--- src/rtl/serial_add_pkg.sv ---
// Shared encodings and defaults for the bit-serial adder/subtractor.
package serial_add_pkg;

    localparam int DEF_WIDTH = 8;

    // 2'd3 is unused; the controller steers it back to IDLE.
    typedef enum logic [1:0] {
        IDLE = 2'd0,
        RUN  = 2'd1,
        DONE = 2'd2
    } state_t;

endpackage

--- src/rtl/serial_add_ctrl_if.sv ---
// Request/result bundle between a requester (master) and serial_add_ctrl (slave).
interface serial_add_ctrl_if
    import serial_add_pkg::*;
#(
    parameter int WIDTH = DEF_WIDTH
);
    logic             start;
    logic             sub;
    logic [WIDTH-1:0] a;
    logic [WIDTH-1:0] b;
    logic             cin;
    logic             busy;
    logic             done;
    logic [WIDTH-1:0] sum;
    logic             cout;
    logic             ovf;

    modport master (
        output start, sub, a, b, cin,
        input  busy, done, sum, cout, ovf
    );

    modport slave (
        input  start, sub, a, b, cin,
        output busy, done, sum, cout, ovf
    );
endinterface

--- src/rtl/serial_add_ctrl_fa_cell.sv ---
// Purely combinational 1-bit full adder, reused once per bit by the controller.
module fa_cell (
    input  logic x,
    input  logic y,
    input  logic ci,
    output logic s,
    output logic co
);
    assign s  = x ^ y ^ ci;
    assign co = (x & y) | (x & ci) | (y & ci);
endmodule

--- src/rtl/serial_add_ctrl.sv ---
// Bit-serial adder/subtractor: one full-adder cell walked over WIDTH bits, LSB first.
module serial_add_ctrl
    import serial_add_pkg::*;
#(
    parameter int WIDTH = DEF_WIDTH
) (
    input logic               clk,
    input logic               rst_n,
    serial_add_ctrl_if.slave  bus
);
    localparam int                CNT_W    = (WIDTH > 1) ? $clog2(WIDTH) : 1;
    localparam logic [CNT_W-1:0]  CNT_LAST = CNT_W'(WIDTH - 1);
    localparam logic [CNT_W-1:0]  CNT_MSB  = CNT_W'(WIDTH - 2);

    state_t             r_state;
    state_t             w_state_nxt;
    logic [WIDTH-1:0]   r_opa;
    logic [WIDTH-1:0]   r_opb;
    logic               r_carry;
    logic [CNT_W-1:0]   r_cnt;
    logic [WIDTH-1:0]   r_res;
    logic               r_cmsb;
    logic [WIDTH-1:0]   r_sum;
    logic               r_cout;
    logic               r_ovf;
    logic               r_done;
    logic               w_s;
    logic               w_co;

    fa_cell u_fa (
        .x  (r_opa[0]),
        .y  (r_opb[0]),
        .ci (r_carry),
        .s  (w_s),
        .co (w_co)
    );

    // Next-state logic; the unused encoding falls back to IDLE.
    always_comb begin
        w_state_nxt = r_state;
        case (r_state)
            IDLE:    if (bus.start) w_state_nxt = RUN;
            RUN:     if (r_cnt == CNT_LAST) w_state_nxt = DONE;
            DONE:    w_state_nxt = IDLE;
            default: w_state_nxt = IDLE;
        endcase
    end

    // State register.
    always_ff @(posedge clk or negedge rst_n) begin
        if (!rst_n) r_state <= IDLE;
        else        r_state <= w_state_nxt;
    end

    // Operand load, serial shift and result capture. Subtraction is a + ~b + 1.
    always_ff @(posedge clk or negedge rst_n) begin
        if (!rst_n) begin
            r_opa   <= '0;
            r_opb   <= '0;
            r_carry <= 1'b0;
            r_cnt   <= '0;
            r_res   <= '0;
            r_cmsb  <= 1'b0;
            r_sum   <= '0;
            r_cout  <= 1'b0;
            r_ovf   <= 1'b0;
        end else begin
            case (r_state)
                IDLE: begin
                    if (bus.start) begin
                        r_opa   <= bus.a;
                        r_opb   <= bus.sub ? ~bus.b : bus.b;
                        r_carry <= bus.sub ? 1'b1 : bus.cin;
                        r_cnt   <= '0;
                    end
                end
                RUN: begin
                    r_opa   <= {1'b0, r_opa[WIDTH-1:1]};
                    r_opb   <= {1'b0, r_opb[WIDTH-1:1]};
                    r_res   <= {w_s, r_res[WIDTH-1:1]};
                    r_carry <= w_co;
                    r_cnt   <= r_cnt + 1'b1;
                    if (r_cnt == CNT_MSB) r_cmsb <= w_co;
                    if (r_cnt == CNT_LAST) begin
                        r_sum  <= {w_s, r_res[WIDTH-1:1]};
                        r_cout <= w_co;
                        r_ovf  <= r_cmsb ^ w_co;
                    end
                end
                default: ;
            endcase
        end
    end

    // Completion pulse, registered one cycle after the DONE state.
    always_ff @(posedge clk or negedge rst_n) begin
        if (!rst_n) r_done <= 1'b0;
        else        r_done <= (r_state == DONE);
    end

    assign bus.busy = (r_state == RUN) || (r_state == DONE);
    assign bus.done = r_done;
    assign bus.sum  = r_sum;
    assign bus.cout = r_cout;
    assign bus.ovf  = r_ovf;

endmodule

--- src/flat_wrapper.sv ---
// flat-port wrapper written by rule: the top's interface ports become plain ports
module serial_add_ctrl_flat import serial_add_pkg::*;
#(
    parameter int WIDTH = DEF_WIDTH
)
  (clk, rst_n, bus_start, bus_sub, bus_a, bus_b, bus_cin, bus_busy, bus_done, bus_sum, bus_cout, bus_ovf);
  serial_add_ctrl_if #(.WIDTH(WIDTH)) bus_i ();
  input logic clk;
  input logic rst_n;
  input wire logic [$bits(bus_i.start)-1:0] bus_start;
  input wire logic [$bits(bus_i.sub)-1:0] bus_sub;
  input wire logic [$bits(bus_i.a)-1:0] bus_a;
  input wire logic [$bits(bus_i.b)-1:0] bus_b;
  input wire logic [$bits(bus_i.cin)-1:0] bus_cin;
  output wire logic [$bits(bus_i.busy)-1:0] bus_busy;
  output wire logic [$bits(bus_i.done)-1:0] bus_done;
  output wire logic [$bits(bus_i.sum)-1:0] bus_sum;
  output wire logic [$bits(bus_i.cout)-1:0] bus_cout;
  output wire logic [$bits(bus_i.ovf)-1:0] bus_ovf;
  assign bus_i.start = bus_start;
  assign bus_i.sub = bus_sub;
  assign bus_i.a = bus_a;
  assign bus_i.b = bus_b;
  assign bus_i.cin = bus_cin;
  assign bus_busy = bus_i.busy;
  assign bus_done = bus_i.done;
  assign bus_sum = bus_i.sum;
  assign bus_cout = bus_i.cout;
  assign bus_ovf = bus_i.ovf;
  serial_add_ctrl #(.WIDTH(WIDTH)) u_core (.clk(clk), .rst_n(rst_n), .bus(bus_i));
endmodule
--- config.mk ---
export PLATFORM = sky130hd
export DESIGN_NAME = serial_add_ctrl_flat
export DESIGN_NICKNAME = d
export VERILOG_FILES = /design/src/rtl/serial_add_pkg.sv /design/src/rtl/serial_add_ctrl_if.sv /design/src/rtl/serial_add_ctrl_fa_cell.sv /design/src/rtl/serial_add_ctrl.sv /design/src/flat_wrapper.sv
export SDC_FILE = /design/constraint.sdc
export NUM_CORES = 1
export LEC_CHECK = 0
export CAP_MARGIN = 20
export CORE_UTILIZATION = 40
export CTS_CLUSTER_DIAMETER = 150
export DETAILED_ROUTE_END_ITERATION = 6
export PLACE_DENSITY = 0.74
export SYNTH_ARGS = -nofsm -noshare
export SYNTH_HDL_FRONTEND = slang
export SYNTH_HIERARCHICAL = 1
export SYNTH_SLANG_ARGS = --single-unit
--- constraint.sdc ---
create_clock -name clk -period 1.97 [get_ports clk]
set_input_delay 0.2955 -clock clk [delete_from_list [all_inputs] [get_ports clk]]
set_output_delay 0.2955 -clock clk [all_outputs]
set_load 0.005 [all_outputs]
==> After elaboration in Yosys (flattened, before gate mapping) <==
Cells that the tools add are included.
{ "word_totals": {"regBits": 42, "latch_bits": 0, "ram_bits": 0, "mem_bits_ro": 0, "input_bits": 21, "output_inout_bits": 12, "n_memories": 0} }
{ "op_classes": {"addsub": 1, "n_mul": 0, "div": 0, "n_lt_le_gt_ge": 0, "eq_ne": 6, "shift": 0, "n_mux": 13, "bitwise": 9, "n_reduce_logical": 7} }
{ "ops": {"columns": ["cell", "n"], "rows": [
  ["8-bit one-hot mux with 2 select lines", 2],
  ["8-bit 2-to-1 mux", 3],
  ["8-bit NOT", 1],
  ["2-bit AND reduction", 4],
  ["3-bit equality test (second input constant)", 2],
  ["3-bit one-hot mux with 2 select lines", 1],
  ["2-bit 2-to-1 mux", 2],
  ["2-bit one-hot mux with 2 select lines", 1],
  ["3-bit by 1-bit adder with 3-bit output (second input constant)", 1],
  ["1-bit AND", 3],
  ["3-bit 2-to-1 mux", 1],
  ["1-bit bitwise XOR", 3],
  ["2-bit by 1-bit equality test with 1-bit output (second input constant)", 1],
  ["2-bit equality test (second input constant)", 1],
  ["2-bit zero test", 1],
  ["1-bit 2-to-1 mux", 2],
  ["2-bit by 1-bit != test with 1-bit output (second input constant)", 1],
  ["2-bit != test (second input constant)", 1],
  ["1-bit bitwise OR", 2],
  ["1-bit one-hot mux with 2 select lines", 1],
  ["2-bit nonzero test", 1],
  ["1-bit logical OR", 1]
]} }

==> Logic depth before layout (Yosys ltp) <==
Gate-level depths: netlist (run 1).
{ "logic_depth": {"depth_word": 4, "mapped_depth": 6, "ltp_nobuf": 5} }

==> Cells and area by module <==
The synthesis (run 1) kept the hierarchy.
{ "modules_own_cells": {"columns": ["mod", "instances", "cells_each", "area_per_inst_um2"], "rows": [
  ["serial_add_ctrl", 1, 153, 1853.0],
  ["fa_cell", 1, 1, 20.0]
]} }

==> Worst setup path before layout (run 1) <==
No wires, ideal clock.
{ "synth_path": {"path_kind": "register to register", "from": "reg u_core.r_cnt[0]", "to": "reg u_core.r_cout, in the netlist u_core/bus.cout", "setup_ps": 128, "arrival_time_ps": 1369, "required_time_ps": 1842, "path_slack_ps": 474, "stages_incl_launch_ff": 6, "path_buffers": 1, "synth_period_minus_slack_ps": 1496, "path_cell_list": "dfrtp_1 > ha_1 > ha_1 > nand2_1 > buf_2 > mux2_1"} }
{ "synth_via": {"elab_chain_len": 2} }
{ "synth_lines": {"columns": ["element", "line", "source"], "rows": [
  ["start, declared", "serial_add_ctrl.sv:20", "logic [CNT_W-1:0] r_cnt;"],
  ["start signal, assigned", "serial_add_ctrl.sv:82", "r_cnt <= r_cnt + 1'b1;"],
  ["3-bit equality test", "serial_add_ctrl.sv:84", "if (r_cnt == CNT_LAST) begin"],
  ["2-bit AND reduction (no line)", null, null],
  ["end signal, assigned", "serial_add_ctrl.sv:86", "r_cout <= w_co;"],
  ["end, declared", "serial_add_ctrl.sv:24", "logic r_cout;"]
]} }
No other way between the ends.
A chain may end at the register's enable or synchronous reset.

==> Final worst setup path (run 1) <==
{ "layout_path": {"from": "reg u_core.r_state[0]", "to": "out bus_busy"} }
{ "layout_via": {"elab_chain_len": 2, "elab_cells_between_ends": 3} }
{ "layout_lines": {"columns": ["element", "line", "source"], "rows": [
  ["start, declared", "serial_add_ctrl.sv:15", "state_t r_state;"],
  ["start signal, assigned", "serial_add_ctrl.sv:52", "else r_state <= w_state_nxt;"],
  ["2-bit by 1-bit equality test with 1-bit output or 2-bit equality test (tied branches)", "serial_add_ctrl.sv:101", "assign bus.busy = (r_state == RUN) || (r_state == DONE);"],
  ["1-bit logical OR (*)", "serial_add_ctrl.sv:101", null],
  ["end, declared", "flat_wrapper.sv:15", "output wire logic [$bits(bus_i.busy)-1:0] bus_busy;"]
]} }
Every way passes the cells marked *; elsewhere a longest branch is shown, timed or not.

==> results of run 1 <==
worst max path at each step:
| stage | start | to | depth (start not counted) | slack [ns] |
|---|---|---|---|---|
| after floorplan | u_core/r_cnt[0]$_DFFE_PN0P_ | u_core/bus.cout$_DFFE_PN0P_ | 5 | 0.47 |
| after global placement | u_core/r_cnt[0]$_DFFE_PN0P_ | u_core/bus.sum[1]$_DFFE_PN0P_ | 4 | 0.33 |
| after detailed placement | u_core/r_cnt[0]$_DFFE_PN0P_ | u_core/bus.sum[1]$_DFFE_PN0P_ | 4 | 0.30 |
| after CTS | u_core/r_state[0]$_DFFE_PN0P_ | bus_busy | 3 | 0.13 |
| after global routing | u_core/r_state[0]$_DFFE_PN0P_ | bus_busy | 3 | 0.07 |
| final | u_core/r_state[0]$_DFFE_PN0P_ | bus_busy | 3 | 0.16 |
worst max-delay path: cells and delay by family (launching register included):
family / cells / cell delay, ns
fa+ha+maj: 1 / 0.28
flops: 1 / 0.38
buf+inv: 2 / 0.56
metal layers:
metal  share of wire  wire [um]  vias to the layer above  GRT usage
li1                -          -                      597          -
met3           0.045        130                        4     0.0447
met2            0.46       1330                       28      0.211
met4           0.010         30                        0     0.0400
met1            0.48       1400                      553      0.179
met5               0          0                        -          0
logic make-up (layout without fill, tap and decap cells):
family,count (synthesis),count (layout),share of synthesized area
buffers and inverters,12,52,0.0381
XOR/XNOR,9,9,0.0421
AND/OR/NAND/NOR,27,27,0.0588
multiplexers,32,32,0.189
flip-flops,41,41,0.548
adder cells (fa/ha/maj),7,7,0.0508
AO/OA/AOI/OAI,26,26,0.0735
stage by stage:
| stage | setup WS (ns) | hold slack, ns | area (um2) | instances | util |
|---|---|---|---|---|---|
| 6_report | 0.161 | 0.0525 | 2340 | 246 | 0.530 |
| 5_1_grt | 0.0673 | 0.0927 | 2340 | 246 | 0.530 |
| 4_1_cts | 0.134 | 0.0684 | 2340 | 246 | 0.530 |
| 3_5_place_dp | 0.296 | 0.393 | 2250 | 238 | 0.510 |
| 3_3_place_gp | 0.326 | 0.388 | 2250 | 238 | 0.510 |
| 2_1_floorplan | 0.474 | -0.0000911 | 1870 | 154 | - |
sequential cells by signal, indices dropped and copies added (netlist names):
register and cells:
u_core/bus.sum 8, u_core/r_opa 8, u_core/r_opb 8, u_core/r_res 7, u_core/r_cnt 3, u_core/r_state 2
u_core/bus.cout 1, u_core/bus.done 1, u_core/bus.ovf 1, u_core/r_carry 1, u_core/r_cmsb 1
power by group through the flow:
stage          clock network [mW]  logic, mW  registers [mW]
6_report                    0.536       1.31            1.39
5_1_grt                     0.596       1.48            1.44
4_1_cts                     0.561       1.33            1.39
3_5_place_dp                    0       1.33            1.41
3_3_place_gp                    0       1.30            1.40
2_1_floorplan                   0      0.971            1.37
synthesized netlist by cell type:
master / number / area (um2)
a21oi_1: 4 / 20.0
buf_4: 2 / 15.0
o31ai_1: 1 / 7.51
buf_2: 3 / 15.0
o21ai_1: 19 / 95.1
dfrtp_1: 41 / 1030
a32o_1: 1 / 10.0
inv_1: 5 / 18.8
fa_1: 1 / 20.0
mux2i_1: 14 / 140
xor2_1: 7 / 61.3
mux2i_4: 1 / 22.5
ha_1: 6 / 75.1
or3_1: 1 / 6.26
xnor2_1: 2 / 17.5
mux2_2: 1 / 11.3
buf_6: 2 / 22.5
nand3_1: 1 / 5.00
o21ai_0: 1 / 5.00
nand2b_1: 2 / 12.5
nand2_1: 23 / 86.3
mux2_1: 16 / 180
final cells by class:
cell class                      instances  area, um2
Fill cell                             397       2070
Sequential cell                        41       1030
Multi-Input combinational cell        101        776
Timing Repair Buffer                   39        368
Clock buffer                            5       68.8
Tap cell                               52       65.1
Inverter                                5       18.8
Clock inverter                          3       17.5
==> parameters.txt, run 1 <==
Parameter                              Value

Status
  Run status    finished clean

Floorplanning
  Die extent in x    70.4 um
  Number of placement rows    24
  Io pins    33
  Effective utilization at floorplan    0.424
  Vertical die dimension    70.4 um
  Area of the die    4960 um2
  Floorplan core area    approximately 4400 um2

Global route
  Vias in the first global route    roughly 1,200
  Global-route wire length before repair    around 5.3 mm
  Total overflow reported by the global router    0
  Initial antenna violation count    0
  Overall fraction of global-route tracks in use    0.135
  Pin count of the biggest net entering global routing    42

Power
  Post-route total power    roughly 3.2 mW
  Internal power summed over all cells    2.12 mW
  Fraction of power spent switching nets    0.343
  Clock Power Share    0.166
  Combinational group share of total power    0.404
  Sw power    around 1.1 mW
  Power density over cell area    1380 nW/um2
  Sequential power share    0.430
  Static leakage power    between 1 and 1.5 nW
  Worst vdd rail ir drop    approximately 0.67 mV

Final layout
  Most frequent cells in the layout    41 x dfrtp_1, 31 x clkdlybuf4s50_1, 23 x nand2_1
  Antenna cells    0
  Most common cell after layout, fill and taps aside    dfrtp_1
  Layout cell share with drive strength beyond 1    0.0928
  Layout-stage area growth over the synthesis result    24.9%
  Net count, final    around 220

STA
  Total count of hold-check failures in the final report    0
  Timing-limited maximum frequency    between 500 and 600 MHz
  Min Tclk post-route    around 1.8 ns
  Actual transition at the worst max-transition pin    0.509 ns
  Fin. max-slew vios    0
  Setup-violating endpoint count in the final report    0
  Setup TNS after final layout    0 ns
  Remaining max-slew budget at the tightest pin    0.661
  Worst clock skew    a little under 0.008 ns
  Unrepaired setup endpoints after global routing    false
  Final cycle utilization of the critical path    0.918

Detailed routing
  Remaining routing DRC violations    0
  Iteration count of the initial detailed-routing pass    3
  Via-per-instance ratio    4.80
  Average detailed-routed wire length per instance    between 10 and 15 um
  Total length of routed wires    roughly 2.9 mm
  Number of vias in the routed layout    approximately 1,200
  Number of violations reported at the end of detailed-routing iteration 0    75
  DRT antenna net count    0

Yosys
  Count of cell types in the netlist    22
  Post-synthesis instance area    between 1500 and 2000 um2
  Number of flip-flops and latches in the synthesized netlist    between 40 and 50
  Sequential share of the synthesized area    0.548
  Count of warnings emitted by yosys    6
  Synthesized netlist cell count    ~150
  Net count after synthesis    roughly 180
  Mean post-synth cell area    12.2 um2

Clock network
  CTS tree    built
  Total CTS buffers    5
  Number of sinks handled by clock tree synthesis    41
  Clock transition at the registers of the reported paths    roughly 0.080 ns
  Max clock buf depth    2
  Depth of the CTS H-tree    2
  Hold buffers post-CTS    0
  Post-CTS Repair Setup Buffers    0
  Clock latency on the worst-skew pair    roughly 0.3 ns
  Number of cells upsized or downsized after cts    0
  CTS root buf    clkbuf_8

Critical path
  R2R Setup Slk    ~0.3 ns
  Cell with the largest stage delay on the worst path    clkdlybuf4s50_1
  Register-to-Register Path Depth    4
  Critical-path maximum fanout    3
  Capturing element type of the critical path    output pin
  Data required, critical path    about 1.7 ns
  Largest stage delay on the critical path    0.49 ns
  Start-to-end type of the worst setup path    flop to output pin
  Cell-by-cell listing of the critical path    inv_1 -> ha_1 -> clkdlybuf4s50_1
  Launch instance of the worst register-to-register path    u_core/r_cnt[0]$_DFFE_PN0P_
  Startpoint types    flop
  CP arrival    ~1.5 ns
  End of the worst register-to-register path    u_core/bus.sum[1]$_DFFE_PN0P_

Place
  HPWL after DPL    approximately 2.1 mm
  RD Place Congestion    around 0.70
  Number of I/O port buffers    32

Min path
  Path class of the lowest-slack min-delay path    input pin to asynchronous set/reset pin

Job
  Count of max-cap constraint violations    0
No activity file was read; power rests on OpenSTA's default activity.
==> inputs of run 2 (changes only) <==
--- a/config.mk
+++ b/config.mk
@@ -9,7 +9,7 @@
 export CORE_UTILIZATION = 40
 export CTS_CLUSTER_DIAMETER = 150
 export DETAILED_ROUTE_END_ITERATION = 6
-export PLACE_DENSITY = 0.74
+export PLACE_DENSITY_LB_ADDON = 0.15
 export SYNTH_ARGS = -nofsm -noshare
 export SYNTH_HDL_FRONTEND = slang
 export SYNTH_HIERARCHICAL = 1
==> parameters.txt, run 2 (synthesis results as in run 1) <==
Parameter                              Value

Floorplanning
  Number of placement rows    24 (unchanged)
  Io pins    33 (unchanged)
  Effective utilization at floorplan    0.424 (unchanged)
  Floorplan core area    4410 um2 (unchanged)
  Vertical die dimension    70.4 um (unchanged)
  Die extent in x    70.4 um (unchanged)
  Area of the die    4960 um2 (unchanged)

Global route
  Global-route wire length before repair    5.89 mm (+11%)
  Initial antenna violation count    0 (unchanged)
  Vias in the first global route    1,331 (+10%)
  Overall fraction of global-route tracks in use    0.154 (+0.0189)
  Total overflow reported by the global router    0 (unchanged)
  Pin count of the biggest net entering global routing    38 (-9.5%)

STA
  Min Tclk post-route    1.81 ns (+0.000313 ns)
  Actual transition at the worst max-transition pin    0.544 ns (+0.0351 ns)
  Final cycle utilization of the critical path    0.918 (about the same)
  Final worst hold slack    0.491 ns (+0.438 ns)
  Unrepaired setup endpoints after global routing    false
  Worst clock skew    0.00346 ns (-0.00446 ns)
  Setup TNS after final layout    0 ns (unchanged)
  Total count of hold-check failures in the final report    0 (unchanged)
  Worst path setup slack after routing    0.161 ns (-0.000313 ns)
  Fin. max-slew vios    0 (unchanged)
  Setup-violating endpoint count in the final report    0 (unchanged)
  Timing-limited maximum frequency    553 MHz (about the same)
  Remaining max-slew budget at the tightest pin    0.637 (-0.0234)

Final layout
  Most frequent cells in the layout    41 x dfrtp_1, 31 x clkdlybuf4s50_1, 23 x nand2_1
  Antenna cells    0 (unchanged)
  Net count, final    219 (-0.90%)
  Layout cell share with drive strength beyond 1    0.0729 (-0.0199)
  Most common cell after layout, fill and taps aside    dfrtp_1
  Layout-stage area growth over the synthesis result    27.2%

Critical path
  Start-to-end type of the worst setup path    flop to output pin
  Data required, critical path    1.67 ns (about the same)
  Capturing element type of the critical path    output pin
  CP arrival    1.51 ns (about the same)
  Critical-path maximum fanout    3 (unchanged)
  Launch instance of the worst register-to-register path    u_core/r_cnt[0]$_DFFE_PN0P_
  Startpoint types    flop
  Startpoint of the worst setup timing path    u_core/r_state[0]$_DFFE_PN0P_

Power
  Power density over cell area    1440 nW/um2 (+4.4%)
  Worst vdd rail ir drop    0.712 mV (+6.9%)
  Post-route total power    3.44 mW (+6.3%)
  Static leakage power    1.11 nW (+1.2%)

Detailed routing
  Via-per-instance ratio    4.96 (+3.2%)
  Average detailed-routed wire length per instance    13.5 um (+15%)
  Number of vias in the routed layout    1,210 (+2.4%)
  Remaining routing DRC violations    0 (unchanged)
  Number of violations reported at the end of detailed-routing iteration 0    59 (-21%)
  Total length of routed wires    3.30 mm (+14%)
  DRT antenna net count    0 (unchanged)
  Iteration count of the initial detailed-routing pass    4 (+1)

Job
  Count of max-cap constraint violations    0 (unchanged)

Place
  HPWL after DPL    2.39 mm (+13%)
  Number of I/O port buffers    32 (unchanged)
  RD Place Congestion    0.726 (+4.0%)
  Pre-CTS setup slack    0.252 ns (-0.0439 ns)

Clock network
  Total CTS buffers    5 (unchanged)
  Number of cells upsized or downsized after cts    0 (unchanged)
  CTS tree    built
  Depth of the CTS H-tree    2 (unchanged)
  Number of sinks handled by clock tree synthesis    41 (unchanged)
  Clock transition at the registers of the reported paths    0.07 ns (about the same)
  Post-CTS Repair Setup Buffers    0 (unchanged)
  Clock latency on the worst-skew pair    0.28 ns (-0.02 ns)
  Max clock buf depth    2 (unchanged)
  CTS root buf    clkbuf_8
  Hold buffers post-CTS    1 (+1)

Min path
  Path class of the lowest-slack min-delay path    flop to flop
  Source of the worst hold timing path    u_core/r_opb[7]$_DFFE_PN0P_

Status
  Run status    finished clean
==> run 2: cell types whose count changed in the layout (fill, tap and decap cells not counted) <==
cell           previous run  this run
buf_4                     7         2
clkbuf_1                  0         1
bufinv_16                 0         1
clkinvlp_4                1         0
clkbuf_8                  5         6
buf_12                    0         2
clkinv_2                  2         0
dlygate4sd3_1             0         1
==> run 2: power by group <==
part	total, mW	internal (mW)	switching (mW)
clock network	0.680	0.413	0.267
logic	1.35	0.690	0.660
registers	1.41	1.19	0.210
total	3.44	2.30	1.14
==> run 2: per-layer routing <==
metal / track usage / vias up / part of all wire
met5: 0 / - / 0
met4: 0.0533 / 0 / 0.0058
met3: 0.0592 / 2 / 0.050
met2: 0.259 / 36 / 0.50
met1: 0.178 / 576 / 0.45
li1: - / 596 / -
==> run 2: path summary, 6_finish.rpt <==
| path | endpoint | slack, ns | depth (start not counted) |
|---|---|---|---|
| setup / recovery | bus_busy | 0.16 | 3 |
| hold / removal | u_core/r_opb[7]$_DFFE_PN0P_ | 0.49 | 2 |
| setup reg to reg | u_core/bus.sum[1]$_DFFE_PN0P_ | 0.27 | 4 |
| hold reg to reg | u_core/r_opb[7]$_DFFE_PN0P_ | 0.49 | 2 |
| max in group asynchronous | u_core/r_opb[6]$_DFFE_PN0P_ | 0.96 | 3 |
| min in group asynchronous | u_core/r_res[4]$_DFFE_PN0P_ | 0.52 | 2 |
==> run 2: stage by stage <==
stage,cells,util,instance area (um2)
2_1_floorplan,154,-,1870
3_3_place_gp,235,0.511,2260
3_5_place_dp,235,0.511,2260
4_1_cts,244,0.540,2380
5_1_grt,244,0.540,2380
6_report,244,0.540,2380
==> run 2: worst max-delay path, cell delays in order (launching register included) <==
cell             delay, ns
dfrtp_1               0.39
inv_1                 0.08
ha_1                  0.27
clkdlybuf4s50_1       0.49
==> run 2: final cells by class <==
class | count | area (um2)
multi-input combinational | 101 | 776
tap | 52 | 65.1
sequential | 41 | 1030
fill | 368 | 2030
timing repair buffer | 37 | 380
clock inverter | 1 | 30.0
inverter | 5 | 18.8
clock buffer | 7 | 86.3
